`config.mk`:
```
export PLATFORM = sky130hd
export DESIGN_NAME = pipe_decode
export DESIGN_NICKNAME = d
export VERILOG_FILES = /design/src/rtl/pipe_decode.sv
export SDC_FILE = /design/constraint.sdc
export NUM_CORES = 1
export LEC_CHECK = 0
export CAP_MARGIN = 20
export CORE_MARGIN = 4
export CORE_UTILIZATION = 45
export CTS_CLUSTER_SIZE = 30
export DETAILED_ROUTE_END_ITERATION = 6
export PLACE_DENSITY = 0.76
export REMOVE_ABC_BUFFERS = 1
export SLEW_MARGIN = 30
export SYNTH_ARGS = -nofsm -noshare
export SYNTH_HDL_FRONTEND = slang
export SYNTH_SLANG_ARGS = --single-unit
```
`constraint.sdc`:
```
create_clock -name clk -period 2.9 [get_ports clk]
set_clock_uncertainty 0.1 [all_clocks]
set_input_delay 0.87 -clock clk [delete_from_list [all_inputs] [get_ports clk]]
set_output_delay 0.87 -clock clk [all_outputs]
set_load 0.01 [all_outputs]
```
`src/rtl/pipe_decode.sv`:
```
// Instruction class decoder feeding a 2-entry output FIFO with saturating delivery statistics.
// Latency: 1 cycle from acceptance to out_valid when empty; no combinational in->out path.
// Backpressure: in_ready drops only when both slots hold entries; independent of out_ready.
module pipe_decode #(
    parameter int SYS_EN = 1,
    parameter int CNT_W  = 16,
    localparam int TYPE_W = 9 + 2*SYS_EN
) (
    input  logic              clk,
    input  logic              rst,
    input  logic              in_valid,
    input  logic [31:0]       in_inst,
    output logic              in_ready,
    input  logic              flush,
    output logic              out_valid,
    input  logic              out_ready,
    output logic [TYPE_W-1:0] out_type,
    output logic              out_illegal,
    output logic [4:0]        out_rd,
    output logic [4:0]        out_rs1,
    output logic [4:0]        out_rs2,
    output logic [2:0]        out_funct3,
    output logic [6:0]        out_funct7,
    output logic [CNT_W-1:0]  cnt_dec,
    output logic [CNT_W-1:0]  cnt_ill
);

    localparam logic [1:0] EMPTY = 2'd0;
    localparam logic [1:0] ONE   = 2'd1;
    localparam logic [1:0] FULL  = 2'd2;

    typedef struct packed {
        logic [TYPE_W-1:0] typ;
        logic              illegal;
        logic [4:0]        rd;
        logic [4:0]        rs1;
        logic [4:0]        rs2;
        logic [2:0]        funct3;
        logic [6:0]        funct7;
    } entry_t;

    function automatic entry_t decode(input logic [31:0] inst);
        entry_t      e;
        logic [10:0] cls;
        cls = '0;
        case (inst[6:0])
            7'b0110011: cls[0]  = 1'b1;
            7'b0000011: cls[1]  = 1'b1;
            7'b0100011: cls[2]  = 1'b1;
            7'b1100011: cls[3]  = 1'b1;
            7'b0010011: cls[4]  = 1'b1;
            7'b1100111: cls[5]  = 1'b1;
            7'b1101111: cls[6]  = 1'b1;
            7'b0110111: cls[7]  = 1'b1;
            7'b0010111: cls[8]  = 1'b1;
            7'b0001111: cls[9]  = 1'b1;
            7'b1110011: cls[10] = 1'b1;
            default:    cls     = '0;
        endcase
        // FENCE/SYSTEM fall through to illegal when not enabled
        if (SYS_EN == 0) cls[10:9] = 2'b00;
        e.typ     = cls[TYPE_W-1:0];
        e.illegal = (cls == 11'd0);
        e.rd      = inst[11:7];
        e.rs1     = inst[19:15];
        e.rs2     = inst[24:20];
        e.funct3  = inst[14:12];
        e.funct7  = inst[31:25];
        return e;
    endfunction

    logic [1:0] state;
    entry_t     head;
    entry_t     tail;
    entry_t     dec;
    logic       accept;
    logic       deliver;

    assign in_ready  = (state != FULL);
    assign out_valid = (state != EMPTY);
    assign accept    = in_valid & in_ready;
    assign deliver   = out_valid & out_ready;
    assign dec       = decode(in_inst);

    assign out_type    = head.typ;
    assign out_illegal = head.illegal;
    assign out_rd      = head.rd;
    assign out_rs1     = head.rs1;
    assign out_rs2     = head.rs2;
    assign out_funct3  = head.funct3;
    assign out_funct7  = head.funct7;

    always_ff @(posedge clk) begin
        if (rst) begin
            state   <= EMPTY;
            head    <= '0;
            tail    <= '0;
            cnt_dec <= '0;
            cnt_ill <= '0;
        end else if (flush) begin
            state <= EMPTY;
        end else begin
            if (deliver && !head.illegal && cnt_dec != '1) cnt_dec <= cnt_dec + 1'b1;
            if (deliver &&  head.illegal && cnt_ill != '1) cnt_ill <= cnt_ill + 1'b1;
            // head register is the output stage, so fields hold while the FIFO is empty
            case (state)
                EMPTY: begin
                    if (accept) begin
                        head  <= dec;
                        state <= ONE;
                    end
                end
                ONE: begin
                    if (accept && deliver) begin
                        head <= dec;
                    end else if (accept) begin
                        tail  <= dec;
                        state <= FULL;
                    end else if (deliver) begin
                        state <= EMPTY;
                    end
                end
                FULL: begin
                    if (deliver) begin
                        head  <= tail;
                        state <= ONE;
                    end
                end
                default: state <= EMPTY;
            endcase
        end
    end

endmodule

```
==> results.py, run 1 <==
metrics = {
    "outcome": {
        "status": "finished clean",
    },
    "sta": {
        "rsz0062_at_grt": "false",
        "fmax_ghz": 0.388,
        "finalHoldViolCount": 0,
        "period_share_pct": 88.8,
        "maxSlewViolCount": 0,
        "fin_crit_ns": 2.58,
        "max_slew_margin_pct": 53.4,
        "report.final.setup_viol": 0,
        "tightest_slew_ns": 0.699,
        "final.setup.tns_ns": 0,
    },
    "detailed_routing": {
        "drc": 0,
        "wl_um": 11500,
        "dr.pass1.iters": 5,
        "vias": 4525,
        "viasPerCell": 5.45,
        "drt_iter0_drc": 219,
        "wire_per_inst_um": 13.9,
        "antenna_left": 0,
    },
    "place": {
        "io_buffers": 107,
        "placed_cells": 814,
        "placed_area_mm2": 0.00599,
        "gp_congestion": 0.865,
        "dp.final_hpwl_um": 7960,
    },
    "worst_setup_path": {
        "cp-start-kind": "register",
        "slowest_stage": "clkdlybuf4s50_1",
        "r2r.worst_path.cells": 6,
        "end_kind": "primary output",
        "cp.required_ns": 1.93,
        "crit_arrival_ns": 1.61,
        "ff2ff_setup_slack_ns": 0.93,
        "cp_max_fo": 6,
        "r2r_start": "cnt_ill[0]",
        "criticalPathCategory": "reg -> out",
        "slowest_delay_ns": 0.54,
        "r2r_end": "cnt_ill[15]",
        "crit_chain": "nor2_2, inv_1, clkdlybuf4s50_1",
    },
    "global_route": {
        "grt_antenna_before_repair": 0,
        "grt_pass1_vias": 4241,
        "grtUsageTotal_pct": 18.5,
        "overflow": 0,
        "grt_pass1_wl_um": 19600,
        "grt_max_degree": 70,
    },
    "layout": {
        "nFillCells": 917,
        "fin_nets": 728,
        "fin_cells": 830,
        "diodes": 0,
        "final_common_cell": "nand2_1",
        "fin_util_pct": 60.1,
        "final_cell_mix": "124 x nand2_1, 108 x dfxtp_1, 106 x clkdlybuf4s50_1",
        "area_delta_synth_final_pct": 30.6,
        "multiInputGateArea_mm2": 0.00239,
        "seq_area_mm2": 0.00216,
        "drive_gt1_share_pct": 6.48,
        "stdcell_area_mm2": 0.00617,
    },
    "logic_synthesis": {
        "synth_top_cell_area_share_pct": 45.8,
        "synthFlopType": "dfxtp_1",
        "ys_ff_latch": 108,
        "yosysWarnings": 0,
        "syn_avg_cell_area_um2": 7.93,
        "yosysTopAreaCell": "dfxtp_1",
        "synth.distinct_cells": 47,
        "seq_area_frac_synth_pct": 45.8,
        "netlist_area_mm2": 0.00472,
        "async_reset_ff_share_pct": 0,
        "synth_area_leaders": "dfxtp_1 46%, nand2_1 9.9%, nor2_1 6.2%",
        "synth-edff-count": 0,
        "synthCells": 596,
    },
    "floorplan": {
        "core_mm2": 0.0103,
        "ios": 108,
        "dieArea_mm2": 0.0122,
        "start_util_pct": 46.0,
        "die_w_um": 110,
        "rows": 37,
        "die_y_um": 110,
    },
    "power_and_ir_drop": {
        "p_leak_nw": 2.08,
        "powerDensity_mw_per_mm2": 442,
        "vdd_drop_max_uv": 296,
        "finalPower_mw": 2.73,
    },
    "cts": {
        "cts_tree": "done",
        "root_buffer": "clkbuf_8",
        "post-cts-setup-buffers": 0,
        "clkSlewWorstSetupHoldPaths_ns": 0.10,
        "postCtsHoldBufs": 0,
        "numCtsBuffers": 9,
        "worstSkewPairLatency_ns": 0.37,
        "htreeDepth": 3,
        "cts.sinks": 108,
        "cts_buffer_depth": 2,
        "cts_resized": 0,
    },
    "min_path": {
        "hold_depth": 2,
        "holdPathEnd": "tail[5]",
        "hp-start": "tail[5]",
        "hold_class": "reg -> reg",
    },
    "run": {
        "cap_violations": 0,
    },
}
sequential cells by signal, summed over array words and instances (netlist names):
name,cells
cnt_ill,16
out_rs1,5
out_funct3,3
out_rs2,5
out_rd,5
out_funct7,7
state,2
cnt_dec,16
out_illegal,1
tail,37
out_type,11
worst max-delay path by stage:
stage	slack, ns	endpoint	start	depth (start not counted)
6_report	0.32	out_valid	state[0]	3
5_1_grt	0.24	out_valid	state[0]	3
4_1_cts	0.33	out_valid	state[0]	3
3_5_place_dp	0.09	tail[28]	out_ready	7
3_3_place_gp	0.13	tail[28]	out_ready	7
2_1_floorplan	-1.66	out_illegal	in_valid	5
cells in the mapped netlist (all sizes together), types with 9 or more instances:
| cell type | number |
|---|---|
| a311oi | 28 |
| buf | 12 |
| nand3 | 16 |
| dfxtp | 108 |
| nand2 | 124 |
| a211oi | 10 |
| nand4 | 15 |
| nor3 | 27 |
| nor4 | 9 |
| a21oi | 53 |
| clkbuf | 28 |
| xor2 | 13 |
| nor2 | 79 |
cell families (layout without fill, tap and decap cells):
family                   after synthesis  after routing  synth area share (%)
multiplexers                           4              4                 0.953
XOR/XNOR                              21             21                  3.89
AND/OR/NAND/NOR                      308            308                  30.5
buffers and inverters                 48            146                  4.05
flip-flops                           108            108                  45.8
adder cells (fa/ha/maj)                2              2                 0.530
AO/OA/AOI/OAI                        105            105                  14.3
where the power goes:
| group | switching, mW | internal (mW) | total (mW) |
|---|---|---|---|
| logic | 0.147 | 0.156 | 0.304 |
| clock network | 0.550 | 0.328 | 0.879 |
| registers | 0.0245 | 1.52 | 1.55 |
| total | 0.722 | 2.01 | 2.73 |
final cells by class:
type,instances,share of cell area (%)
clock buffers,9,2.01
clock inverters,7,0.973
inverters,8,0.487
multi-input cells,440,38.8
flip-flops and latches,108,35.0
well taps,136,2.76
repair buffers,122,19.9
per-layer routing:
metal	GRT usage [%]	vias up	share of wire (%)
met5	0	-	0
met4	4.11	0	0.31
met3	4.71	4	6.5
met2	31.4	133	48
met1	23.7	2124	45
li1	-	2264	-
worst max-delay path, delay by kind of cell (launching register included):
kind	cells	cell delay [ns]
flip-flops	1	0.48
AND/OR/NAND/NOR	1	0.11
buffers and inverters	2	0.66
per-stage QoR:
| step | worst slack [ns] | hold slack [ns] |
|---|---|---|
| 2_1_floorplan | -1.66 | 0.331 |
| 6_report | 0.323 | 0.359 |
| 3_3_place_gp | 0.128 | 0.342 |
| 3_5_place_dp | 0.0943 | 0.348 |
| 5_1_grt | 0.245 | 0.387 |
| 4_1_cts | 0.329 | 0.362 |
No activity file was read; power rests on OpenSTA's default activity.
==> inputs of run 2 (changes only) <==
--- a/config.mk
+++ b/config.mk
@@ -10,6 +10,7 @@
 export CORE_UTILIZATION = 45
 export CTS_CLUSTER_SIZE = 30
 export DETAILED_ROUTE_END_ITERATION = 6
+export MAX_ROUTING_LAYER = met4
 export PLACE_DENSITY = 0.76
 export REMOVE_ABC_BUFFERS = 1
 export SLEW_MARGIN = 30
==> results.py, run 2 (synthesis gave the netlist of run 1 again) <==
metrics = {
    "cts": {
        "post-cts-setup-buffers": 0,
        "root_buffer": "clkbuf_8",
        "numCtsBuffers": 9,
        "cts_tree": "done",
        "clkSlewWorstSetupHoldPaths_ns": 0.10,
        "cts.sinks": 108,
        "worstSkewPairLatency_ns": 0.37,
        "htreeDepth": 3,
        "postCtsHoldBufs": 0,
        "cts_resized": 0,
        "cts_buffer_depth": 2,
    },
    "detailed_routing": {
        "drt_iter0_drc": 205,
        "wire_per_inst_um": 13.8,
        "antenna_left": 0,
        "dr.pass1.iters": 5,
        "wl_um": 11500,
        "vias": 4501,
        "drc": 0,
        "viasPerCell": 5.42,
    },
    "floorplan": {
        "die_w_um": 110,
        "rows": 37,
        "start_util_pct": 46.0,
        "ios": 108,
        "core_mm2": 0.0103,
        "die_y_um": 110,
        "dieArea_mm2": 0.0122,
    },
    "sta": {
        "rsz0062_at_grt": "false",
        "tightest_slew_ns": 0.706,
        "max_slew_margin_pct": 53.0,
        "fin_crit_ns": 2.58,
        "fmax_ghz": 0.388,
        "timing.hold.ws_ns": 0.360,
        "finalHoldViolCount": 0,
        "maxSlewViolCount": 0,
        "period_share_pct": 88.9,
        "report.final.setup_viol": 0,
    },
    "worst_setup_path": {
        "cp_max_fo": 6,
        "startpoint": "state[0]",
        "r2r_start": "cnt_ill[0]",
        "crit_arrival_ns": 1.61,
        "end_kind": "primary output",
        "cp-start-kind": "register",
        "cp.required_ns": 1.93,
        "ff2ff_setup_slack_ns": 0.93,
        "criticalPathCategory": "reg -> out",
    },
    "global_route": {
        "grtUsageTotal_pct": 19.0,
        "grt_pass1_wl_um": 19600,
        "overflow": 0,
        "grt_antenna_before_repair": 0,
        "grt_pass1_vias": 4236,
        "grt_max_degree": 70,
    },
    "power_and_ir_drop": {
        "p_leak_nw": 2.08,
        "finalPower_mw": 2.72,
        "powerDensity_mw_per_mm2": 441,
        "vdd_drop_max_uv": 294,
    },
    "place": {
        "placed_area_mm2": 0.00599,
        "dp.final_hpwl_um": 7960,
        "io_buffers": 107,
        "gp_congestion": 0.879,
    },
    "layout": {
        "final_common_cell": "nand2_1",
        "fin_nets": 728,
        "diodes": 0,
        "nFillCells": 917,
        "stdcell_area_mm2": 0.00617,
        "final_cell_mix": "124 x nand2_1, 108 x dfxtp_1, 106 x clkdlybuf4s50_1",
        "drive_gt1_share_pct": 6.48,
        "reg.largest.list": "tail: 37 flops, cnt_dec: 16 flops, cnt_ill: 16 flops",
        "area_delta_synth_final_pct": 30.6,
        "regMostFlops": "tail",
        "largest_reg_flops": 37,
    },
    "outcome": {
        "status": "finished clean",
    },
    "min_path": {
        "hp-start": "tail[5]",
        "hold_class": "reg -> reg",
    },
    "run": {
        "cap_violations": 0,
    },
}
==> run 2: cell counts in the layout (fill, tap and decap cells not counted) <==
Identical to the previous run, type by type.
==> run 2: per-layer routing <==
metal / vias to the layer above / wire, µm / GRT usage (%)
li1: 2261 / - / -
met1: 2097 / 5090 / 24.0
met2: 133 / 5510 / 31.3
met3: 10 / 759 / 4.38
met4: 0 / 89 / 4.11
met5: - / 0 / -
==> run 2: worst paths after layout <==
kind	end	cells after the start
worst max-delay path	out_valid	3
worst min-delay path	tail[5]	2
worst max register to register	cnt_ill[15]	6
worst min register to register	tail[5]	2
==> run 2: metrics by stage <==
stage	TNS [ns]	util, %	setup slack [ns]	cells
2_1_floorplan	-55.09	-	-1.66	556
6_report	0	60.1	0.322	830
3_5_place_dp	0	58.3	0.0943	814
3_3_place_gp	0	58.3	0.128	814
4_1_cts	0	60.1	0.329	830
5_1_grt	0	60.1	0.245	830
==> run 2: final cells by class <==
cell class	instances	area [µm²]	share of cell area, %
multi-input combinational	440	2390	38.8
sequential	108	2160	35.0
timing repair buffer	122	1230	19.9
tap	136	170	2.76
clock buffer	9	124	2.01
clock inverter	7	60.1	0.973
inverter	8	30.0	0.487
==> run 2: critical path, cell delays in order (launching register included) <==
cell	delay, ns
dfxtp_1	0.48
nor2_2	0.11
inv_1	0.12
clkdlybuf4s50_1	0.54
==> run 2: power by group <==
part	total [mW]	internal, mW	switching [mW]	leakage, nW
Sequential	1.55	1.52	0.0245	0.877
Clock	0.873	0.328	0.545	0.0897
Combinational	0.304	0.156	0.147	1.12
